**src/rtl/alu_bus_pkg.sv**
```systemverilog
// Shared definitions for the 4-bit ADDI coprocessor bus (host and coprocessor sides).
package alu_bus_pkg;

  localparam int unsigned DW = 4;

  localparam logic [DW-1:0] OP_NOP  = 4'd0;
  localparam logic [DW-1:0] OP_ADDI = 4'd1;

  localparam logic [DW-1:0] BREQ_OPERAND = 4'b0011;
  localparam logic [DW-1:0] BREQ_VALUE   = 4'b0001;

  typedef enum logic [2:0] {
    IDLE,
    ARM,
    REQ,
    DRIVE,
    WAIT
  } host_state_e;

endpackage

```
**src/rtl/alu_host_regfile.sv**
```systemverilog
// Host-local register file: one write port (write-back beats preload), two async read ports.
module alu_host_regfile
  import alu_bus_pkg::*;
#(
  parameter int unsigned NREGS = 4,
  parameter int unsigned RW    = 2
) (
  input  logic          clk,
  input  logic          rst,
  input  logic          wb_we_i,
  input  logic [RW-1:0] wb_addr_i,
  input  logic [DW-1:0] wb_data_i,
  input  logic          pl_we_i,
  input  logic [RW-1:0] pl_addr_i,
  input  logic [DW-1:0] pl_data_i,
  input  logic [RW-1:0] rs_addr_i,
  output logic [DW-1:0] rs_data_c_o,
  input  logic [RW-1:0] dbg_addr_i,
  output logic [DW-1:0] dbg_data_c_o
);

  logic [DW-1:0] mem_q [NREGS];

  // Storage update; a write-back in the same cycle as a preload takes the port.
  always_ff @(posedge clk) begin
    if (rst) begin
      for (int unsigned i = 0; i < NREGS; i++) begin
        mem_q[i] <= '0;
      end
    end else if (wb_we_i) begin
      mem_q[wb_addr_i] <= wb_data_i;
    end else if (pl_we_i) begin
      mem_q[pl_addr_i] <= pl_data_i;
    end
  end

  assign rs_data_c_o  = mem_q[rs_addr_i];
  assign dbg_data_c_o = mem_q[dbg_addr_i];

endmodule

```
**src/rtl/alu_host_seq.sv**
```systemverilog
// Host-side sequencer: issues ADDI to the coprocessor, serves its operand request, writes back the sum.
module alu_host_seq
  import alu_bus_pkg::*;
#(
  parameter int unsigned NREGS   = 4,
  parameter int unsigned TIMEOUT = 15,
  localparam int unsigned RW     = (NREGS > 1) ? $clog2(NREGS) : 1
) (
  input  logic          clk,
  input  logic          rst,
  input  logic          cmd_valid,
  output logic          cmd_ready,
  input  logic [DW-1:0] cmd_imm,
  input  logic [RW-1:0] cmd_rs,
  input  logic [RW-1:0] cmd_rd,
  output logic          rsp_valid,
  output logic [DW-1:0] rsp_sum,
  output logic          rsp_carry,
  output logic          rsp_err,
  input  logic          rf_we,
  input  logic [RW-1:0] rf_waddr,
  input  logic [DW-1:0] rf_wdata,
  input  logic [RW-1:0] rf_raddr,
  output logic [DW-1:0] rf_rdata,
  output logic [DW-1:0] cp_opcode,
  output logic [DW-1:0] cp_imm,
  input  logic [DW-1:0] cp_bus_req,
  input  logic [DW-1:0] cp_bus_in,
  output logic [DW-1:0] cp_bus_out,
  output logic          cp_bus_oe,
  input  logic          cp_done,
  input  logic          cp_carry
);

  localparam int unsigned CW = 4;

  host_state_e   state_q, state_d;
  logic [CW-1:0] tmo_q, tmo_d;
  logic [RW-1:0] rs_q, rs_d, rd_q, rd_d;
  logic [DW-1:0] opcode_q, opcode_d, imm_q, imm_d;
  logic [DW-1:0] bus_out_q, bus_out_d;
  logic          bus_oe_q, bus_oe_d;
  logic          rsp_valid_q, rsp_valid_d, rsp_err_q, rsp_err_d;
  logic          rsp_carry_q, rsp_carry_d;
  logic [DW-1:0] rsp_sum_q, rsp_sum_d;
  logic          wb_we_c, abort_c, tmo_hit_c, pl_we_c;
  logic [DW-1:0] rs_data_c;

  assign tmo_hit_c = (tmo_q == CW'(TIMEOUT - 1));
  assign pl_we_c   = rf_we && (state_q == IDLE);

  alu_host_regfile #(
    .NREGS(NREGS),
    .RW   (RW)
  ) u_rf (
    .clk         (clk),
    .rst         (rst),
    .wb_we_i     (wb_we_c),
    .wb_addr_i   (rd_q),
    .wb_data_i   (cp_bus_in),
    .pl_we_i     (pl_we_c),
    .pl_addr_i   (rf_waddr),
    .pl_data_i   (rf_wdata),
    .rs_addr_i   (rs_q),
    .rs_data_c_o (rs_data_c),
    .dbg_addr_i  (rf_raddr),
    .dbg_data_c_o(rf_rdata)
  );

  // State and output registers; reset releases the bus immediately.
  always_ff @(posedge clk) begin
    if (rst) begin
      state_q     <= IDLE;
      tmo_q       <= '0;
      rs_q        <= '0;
      rd_q        <= '0;
      opcode_q    <= OP_NOP;
      imm_q       <= '0;
      bus_out_q   <= '0;
      bus_oe_q    <= 1'b0;
      rsp_valid_q <= 1'b0;
      rsp_err_q   <= 1'b0;
      rsp_carry_q <= 1'b0;
      rsp_sum_q   <= '0;
    end else begin
      state_q     <= state_d;
      tmo_q       <= tmo_d;
      rs_q        <= rs_d;
      rd_q        <= rd_d;
      opcode_q    <= opcode_d;
      imm_q       <= imm_d;
      bus_out_q   <= bus_out_d;
      bus_oe_q    <= bus_oe_d;
      rsp_valid_q <= rsp_valid_d;
      rsp_err_q   <= rsp_err_d;
      rsp_carry_q <= rsp_carry_d;
      rsp_sum_q   <= rsp_sum_d;
    end
  end

  // Next-state, handshake progress and timeout abort.
  always_comb begin
    state_d     = state_q;
    tmo_d       = tmo_q;
    rs_d        = rs_q;
    rd_d        = rd_q;
    opcode_d    = opcode_q;
    imm_d       = imm_q;
    bus_out_d   = bus_out_q;
    bus_oe_d    = bus_oe_q;
    rsp_valid_d = 1'b0;
    rsp_err_d   = rsp_err_q;
    rsp_carry_d = rsp_carry_q;
    rsp_sum_d   = rsp_sum_q;
    wb_we_c     = 1'b0;
    abort_c     = 1'b0;

    case (state_q)
      IDLE: begin
        if (cmd_valid) begin
          rs_d     = cmd_rs;
          rd_d     = cmd_rd;
          imm_d    = cmd_imm;
          opcode_d = OP_ADDI;
          state_d  = ARM;
        end
      end
      ARM: begin
        if (!cp_done) state_d = REQ;
        else if (tmo_hit_c) abort_c = 1'b1;
      end
      REQ: begin
        if (cp_bus_req == BREQ_OPERAND) begin
          bus_out_d = rs_data_c;
          bus_oe_d  = 1'b1;
          state_d   = DRIVE;
        end else if (tmo_hit_c) begin
          abort_c = 1'b1;
        end
      end
      DRIVE: begin
        if (cp_bus_req == BREQ_VALUE) begin
          bus_oe_d = 1'b0;
          state_d  = WAIT;
        end else if (tmo_hit_c) begin
          abort_c = 1'b1;
        end
      end
      WAIT: begin
        if (cp_done) begin
          rsp_sum_d   = cp_bus_in;
          rsp_carry_d = cp_carry;
          rsp_valid_d = 1'b1;
          rsp_err_d   = 1'b0;
          wb_we_c     = 1'b1;
          opcode_d    = OP_NOP;
          state_d     = IDLE;
        end else if (tmo_hit_c) begin
          abort_c = 1'b1;
        end
      end
      default: state_d = IDLE;
    endcase

    if (abort_c) begin
      rsp_valid_d = 1'b1;
      rsp_err_d   = 1'b1;
      bus_oe_d    = 1'b0;
      opcode_d    = OP_NOP;
      state_d     = IDLE;
    end

    if (state_d != state_q) tmo_d = '0;
    else if (state_q != IDLE) tmo_d = tmo_q + CW'(1);
  end

  assign cmd_ready  = (state_q == IDLE);
  assign rsp_valid  = rsp_valid_q;
  assign rsp_sum    = rsp_sum_q;
  assign rsp_carry  = rsp_carry_q;
  assign rsp_err    = rsp_err_q;
  assign cp_opcode  = opcode_q;
  assign cp_imm     = imm_q;
  assign cp_bus_out = bus_out_q;
  assign cp_bus_oe  = bus_oe_q;

endmodule

```
**config.mk**
```make
export PLATFORM = sky130hd
export DESIGN_NAME = alu_host_seq
export DESIGN_NICKNAME = d
export VERILOG_FILES = /design/src/rtl/alu_bus_pkg.sv /design/src/rtl/alu_host_regfile.sv /design/src/rtl/alu_host_seq.sv
export SDC_FILE = /design/constraint.sdc
export NUM_CORES = 1
export LEC_CHECK = 0
export BUFFER_PORTS_ARGS = -buffer_cell sky130_fd_sc_hd__buf_2
export CAP_MARGIN = 0
export CORE_UTILIZATION = 40
export DETAILED_ROUTE_END_ITERATION = 10
export PLACE_DENSITY = 0.66
export SLEW_MARGIN = 10
export SYNTH_ARGS = -nofsm -noshare
export SYNTH_HDL_FRONTEND = slang
export SYNTH_SLANG_ARGS = --single-unit
```
**constraint.sdc**
```tcl
create_clock -name clk -period 2.25 [get_ports clk]
set_clock_uncertainty 0.05 [all_clocks]
set_input_delay 0.45 -clock clk [delete_from_list [all_inputs] [get_ports clk]]
set_output_delay 0.45 -clock clk [all_outputs]
set_load 0.05 [all_outputs]
```
==> impl_results.md, run 1 <==
* First-pass DRT Iterations at 4
* CP Launch Type: register
* RSZ-0062 raised after global routing: no
* Routing usage on met3 at 3.61%
* Clock root buffer master: clkbuf_8
* Iter 0 DRT Violations at 104
* Vias in the first global route at 1657
* Hold Vio Cnt, Final at 0
* Die Y at 76.0 um
* CP required at 1.75 ns
* Setup CP Type: register to primary output
* Power per cell area at 632 mW/mm^2
* Seq/Total Area, Yosys at 47.6%
* # diodes at 0
* GRT Util Overall at 18.0%
* Status: completed
* Clock slew at reported path FFs at 0.09 ns
* CP max FO at 11
* Clock Latency Late Sink at 0.30 ns
* Hold crit path type: input port to register
* Die ar. at 0.00577 mm^2
* Num ports at 55
* Area grow syn2layout at 17.7%
* Clk buf depth at 2
* Port-buffer cells at 51
* Hold Buf Count CTS at 0
* Width of the die at 76.0 um
* Row count at 26
* Static leakage at 0.00112 uW
* Initial antenna violation count at 0
* Fmax at 464 MHz
* #FFs+latches synth at 44
* Avg WL per Cell at 14.0 um
* Cells after synthesis at 216
* Starting density of the core at 42.3%
* Share of layout cells above drive strength 1 at 30.6%
* Remaining antenna violation count after routing at 0
* Fin crit share at 95.9%
* Routability cong. at 0.779
* GR Util met1 at 24.9%
* TritonCTS clock tree: built
* Met2 layer usage reported by global route at 27.0%
* Cell taking the most area after synthesis: dfxtp_1
* Power consumption at 1630 uW
* Arr. time, crit path at 1.66 ns
* Synth Flop Type: dfxtp_1
* Core area at 0.00517 mm^2
* Final Setup Violations at 0
* Ys async rst share at 0%
* EDFF count, synth at 16
* Fin area at 0.00257 mm^2
* CTS sink cnt at 44
* Worst vdd ir at 0.364 mV
* CTS resizes at 0
* Post-Syn Area per Cell at 10.1 um^2
* WHS at 0.335 ns
* Via density at 5.21
* Synthesized cell area at 0.00219 mm^2
* Crit. End Element: primary output
* Synth cell types at 50
* Setup TNS at 0 ns
* Pin count of the biggest net entering global routing at 19
* First-pass GRT wire length at 8070 um
* Routed wire length at 4730 um
* H-tree depth at 2
* Synth top area share at 25.6%
* Detailed-route DRC error count at 0
* Global route hottest layer: met2
* Post-CTS setup buffer count at 0
* Cts bufs inserted at 5
* Synth top area cells: dfxtp_1 26%, edfxtp_1 22%, mux4_2 8.2%, nand2_1 6.5%, a21oi_1 4.3%
* Max_cap viols at 0
* Hpwl dp at 3660 um
* Yosys warns at 0
* Nets@finish at 299
* Vias post-DR at 1760
* Minimum clock period at 2.16 ns
* Area after DPL at 0.00249 mm^2
* GRT Residual Overflow at 0
* Final Max Tran Viols at 0
* Fill cells at 481
## critical path: stages, from the launching register on
cell	delay [ns]
dfxtp_1	0.41
or3_1	0.50
inv_2	0.17
buf_2	0.29
## cells by family (layout without fill, tap and decap cells)
kind of cell    count (synthesis)  in the layout  synth area share, %
xor+xnor                        4              4                 1.60
fa+ha+maj                       2              2                 1.14
flops                          44             44                 47.6
buf+inv                        22             72                 5.20
compound gates                 38             38                 12.5
simple gates                   93             93                 21.8
mux                            12             12                 10.1
other cells                     1              3                0.171
## cell usage in the layout (no fill, tap or decap), drive strengths merged, types with 8 or more instances in the layout
cell     n
nor2    21
a21oi   19
dfxtp   28
nand2   38
buf     56
edfxtp  16
mux4     8
inv      8
## synth_stat cells, drive strengths merged, types with 3 or more instances
master,count
edfxtp,16
nand2,38
mux4,8
buf,9
nor4,5
clkbuf,5
and3,5
a21oi,19
a22oi,4
inv,8
xor2,3
nor2,21
mux2i,4
dfxtp,28
nor3,5
## report_power, final
part	switching (uW)	internal (uW)
Combinational	175	94.4
Clock	261	211
Sequential	28.6	857
## per-layer routing
layer | up-vias | routed length, um
li1 | 871 | -
met1 | 819 | 2290
met2 | 65 | 2110
met3 | 5 | 293
met4 | 0 | 43
met5 | - | 0
## worst paths after layout
kind / start / end / slack [ns] / cells past startpoint
worst max-delay path: state_q[1] / cmd_ready / 0.09 / 3
worst min-delay path: cmd_imm[0] / cp_imm[0] / 0.34 / 3
worst max register to register: state_q[1] / u_rf.mem_q[2][2] / 0.25 / 5
worst min register to register: cp_imm[0] / cp_imm[0] / 0.40 / 2
## metrics by stage
stage / setup WS [ns] / instances / util [%]
finish: 0.0927 / 338 / 49.8
global route: 0.00428 / 338 / 49.8
global placement: 0.305 / 330 / 48.2
floorplan: 0.302 / 218 / -
detailed placement: 0.278 / 330 / 48.2
CTS: 0.0886 / 338 / 49.8
## cell type report
cell class	count	area (um^2)	share of cell area [%]
inverter	8	30.0	1.17
timing repair buffer	56	293	11.4
sequential	44	1040	40.4
tap	70	87.6	3.40
multi-input combinational	152	1040	40.4
clock inverter	3	13.8	0.534
clock buffer	5	68.8	2.67
## state kept, by name (all words and copies together) (netlist names)
| register | flops |
|---|---|
| rsp_carry | 1 |
| cp_imm | 4 |
| rs_q | 2 |
| u_rf.mem_q | 16 |
| state_q | 3 |
| rd_q | 2 |
| rsp_sum | 4 |
| rsp_valid | 1 |
| cp_bus_oe | 1 |
| cp_opcode | 1 |
| rsp_err | 1 |
| cp_bus_out | 4 |
| tmo_q | 4 |
(Power assumes the default switching activity.)
==> run 2, diff against run 1 <==
ABC_AREA = 1   (was unset)
==> run 2 against run 1 <==
  * Critical endpoint is now u_rf.mem_q[1][0]
  * Critical path type is now register to register
  * Clock power grew 32%
  * Sequential share of layout area shrank 0.87 points
  * Register-to-register slack gained 0.09 ns
  * Critical path depth grew 7
==> impl_results.md, run 2 <==
* Status: completed (unchanged)
* CP Launch Type: register (unchanged)
* Num ports at 55 (unchanged)
* Core area at 0.00517 mm^2 (unchanged)
* Hold crit path type: input port to register (unchanged)
* GRT Residual Overflow at 0 (unchanged)
* Remaining antenna violation count after routing at 0 (unchanged)
* Clock root buffer master: clkbuf_8 (unchanged)
* Core Util, Final at 50.9% (was 49.8%)
* CP max FO at 7 (was 11)
* Fin crit share at 85.0% (was 95.9%)
* Cell taking the most area after synthesis: dfxtp_1 (unchanged)
* Hold path cells at 3 (unchanged)
* First-pass DRT Iterations at 4 (unchanged)
* Ys async rst share at 0% (unchanged)
* Vias post-DR at 1937 (was 1760)
* Routed wire length at 4980 um (was 4730 um)
* Pin count of the biggest net entering global routing at 25 (was 19)
* Cts bufs inserted at 5 (unchanged)
* Initial antenna violation count at 0 (unchanged)
* Avg WL per Cell at 12.4 um (was 14.0 um)
* Synth cell types at 30 (was 50)
* Arr. time, crit path at 1.87 ns (was 1.66 ns)
* Power consumption at 1850 uW (was 1630 uW)
* Post-CTS setup buffer count at 0 (unchanged)
* Largest register FFs at 16 (unchanged)
* Critical-path cell list: nor2_2 > nand2_4 > inv_6 > nand2_4 > nor2_8 > inv_4 > o22ai_4 > inv_2 > or2_4 > nand2_1 (was or3_1 > inv_2 > buf_2)
* Detailed-route DRC error count at 0 (unchanged)
* Commonest non-fill, non-tap cell in the layout: nor2_1 (was buf_2)
* Share of layout cells above drive strength 1 at 25.9% (was 30.6%)
* CTS sink cnt at 44 (unchanged)
* Flop-to-flop setup slack at 0.34 ns (was 0.25 ns)
* Clock slew at reported path FFs at 0.09 ns (about the same)
* CP max stage cell: dfxtp_1 (was or3_1)
* Nets@finish at 363 (was 299)
* First-pass GRT wire length at 8110 um (was 8070 um)
* Post-Syn Area per Cell at 7.91 um^2 (was 10.1 um^2)
* Die ar. at 0.00572 mm^2 (was 0.00577 mm^2)
* CTS resizes at 0 (unchanged)
* Synth top area share at 25.9% (was 25.6%)
* Setup CP Type: register to register (was register to primary output)
* Fill cells at 520 (was 481)
* Max_cap viols at 0 (unchanged)
* Most frequent cells in the layout: 61 x nor2_1, 51 x buf_2, 38 x nand2_1, 36 x o21ai_0, 28 x dfxtp_1 (was 51 x buf_2, 38 x nand2_1, 28 x dfxtp_1, 21 x nor2_1, 19 x a21oi_1)
* RSZ-0062 raised after global routing: no (unchanged)
* Most used cell, CP: nand2_4
* Top-count cell post-synth: nor2_1 (was nand2_1)
* Hold Path Sink: cp_imm[2] (was cp_imm[0])
* Slowest stage delay, CP at 0.39 ns (was 0.50 ns)
* H-tree depth at 2 (unchanged)
* Clk buf depth at 2 (unchanged)
* Via density at 4.82 (was 5.21)
* Minimum clock period at 1.91 ns (was 2.16 ns)
* Most flop-heavy register: u_rf.mem_q (unchanged)
* Hold Vio Cnt, Final at 0 (unchanged)
* Cells after synthesis at 274 (was 216)
* Setup TNS at 0 ns (unchanged)
* Yosys warns at 0 (unchanged)
* EDFF count, synth at 16 (unchanged)
* Width of the die at 75.6 um (was 76.0 um)
* Static leakage at 0.00120 uW (was 0.00112 uW)
* Hpwl dp at 3870 um (was 3660 um)
* # diodes at 0 (unchanged)
* Hold Buf Count CTS at 0 (unchanged)
* Power per cell area at 703 mW/mm^2 (was 632 mW/mm^2)
* Synth Flop Type: dfxtp_1 (unchanged)
* Seq/Total Area, Yosys at 48.0% (was 47.6%)
* HP Start: cmd_imm[2] (was cmd_imm[0])
* Port-buffer cells at 51 (unchanged)
* Synthesized cell area at 0.00217 mm^2 (was 0.00219 mm^2)
* Crit. End Element: register (was primary output)
* Worst r2r src: state_q[1] (unchanged)
* Final Max Tran Viols at 0 (unchanged)
* Pre-CTS setup slack at 0.344 ns (was 0.278 ns)
* Post-layout worst setup margin at 0.338 ns (was 0.0927 ns)
* CP required at 2.20 ns (was 1.75 ns)
* #FFs+latches synth at 44 (unchanged)
* GRT Util Overall at 19.1% (was 18.0%)
* Area grow syn2layout at 21.4% (was 17.7%)
* Die Y at 75.6 um (was 76.0 um)
* Starting density of the core at 41.9% (was 42.3%)
* Fmax at 523 MHz (was 464 MHz)
* Iter 0 DRT Violations at 110 (was 104)
* Clock Latency Late Sink at 0.30 ns (about the same)
* R2R Path End: u_rf.mem_q[1][0] (was u_rf.mem_q[2][2])
* Final Setup Violations at 0 (unchanged)
* Top cells by count, synth: 61 x nor2_1, 38 x nand2_1, 36 x o21ai_0 (was 38 x nand2_1, 28 x dfxtp_1, 21 x nor2_1)
* Row count at 26 (unchanged)
* FF+latch area at 0.00104 mm^2 (unchanged)
* TritonCTS clock tree: built (unchanged)
* Multi-input logic area at 975 um^2 (was 0.00104 mm^2)
* Synth top area cells: dfxtp_1 26%, edfxtp_1 22%, nor2_1 11%, o21ai_0 8.3%, nand2_1 6.6% (was dfxtp_1 26%, edfxtp_1 22%, mux4_2 8.2%, nand2_1 6.5%, a21oi_1 4.3%)
* Worst vdd ir at 0.428 mV (was 0.364 mV)
* Worst Reg-to-Reg Cells at 10 (was 5)
* Vias in the first global route at 1759 (was 1657)
* Routability cong. at 0.907 (was 0.779)
run 2: cell count changes in the layout (fill, tap and decap cells not counted), moves of 5 or more:
cell | previous run | this run
nor2_1 | 21 | 61
inv_1 | 7 | 24
a21oi_1 | 19 | 5
nor2_2 | 0 | 8
mux4_2 | 8 | 0
nand3_1 | 2 | 15
o21ai_0 | 1 | 36
nor4_1 | 5 | 0
run 2: worst max path at each step:
stage | cells after the start | slack [ns] | start | to
after global routing | 7 | 0.22 | state_q[2] | u_rf.mem_q[1][0]
after detailed placement | 7 | 0.34 | rst | u_rf.mem_q[1][2]
after global placement | 7 | 0.38 | rst | u_rf.mem_q[1][1]
after floorplan | 4 | 0.14 | rf_raddr[0] | rf_rdata[0]
final | 10 | 0.34 | state_q[1] | u_rf.mem_q[1][0]
after CTS | 10 | 0.34 | state_q[1] | u_rf.mem_q[1][2]
run 2: kinds of logic (layout without fill, tap and decap cells):
group,count (synthesis),after routing,synth area share (%)
compound gates,55,55,14.7
buf+inv,37,93,7.33
simple gates,132,132,27.4
flops,44,44,48.0
xor+xnor,3,3,1.21
other cells,1,3,0.173
fa+ha+maj,2,2,1.15
run 2: where the power goes:
part	total [uW]	internal (uW)	switching, uW
Clock	620	334	285
Sequential	901	867	34.4
Combinational	329	96.2	233
Total	1850	1300	552
run 2: layout make-up:
type	count	share of cell area (%)
multi-input cells	195	37.0
repair buffers	57	11.4
clock inverters	3	1.76
clock buffers	5	2.62
inverters	28	4.28
flip-flops and latches	44	39.6
well taps	70	3.33
run 2: per-layer routing:
| layer | vias up | GRT usage (%) | wire, um |
|---|---|---|---|
| met4 | 0 | 8.23 | 38 |
| met2 | 73 | 29.0 | 2160 |
| met3 | 3 | 3.84 | 376 |
| met5 | - | 0 | 0 |
| li1 | 1004 | - | - |
| met1 | 857 | 26.7 | 2410 |
run 2: critical path: cells and delay by family (launching register included):
| family | cells | cell delay (ns) |
|---|---|---|
| buffers and inverters | 3 | 0.17 |
| AND/OR/NAND/NOR | 6 | 0.88 |
| flip-flops | 1 | 0.39 |
| AO/OA/AOI/OAI | 1 | 0.12 |
run 2: stage by stage:
step	hold slack, ns	instance area [um^2]	std cells
finish	0.319	2630	402
global route	0.332	2630	402
CTS	0.307	2630	402
detailed placement	0.403	2520	394
global placement	0.401	2520	394
floorplan	0.448	2170	276
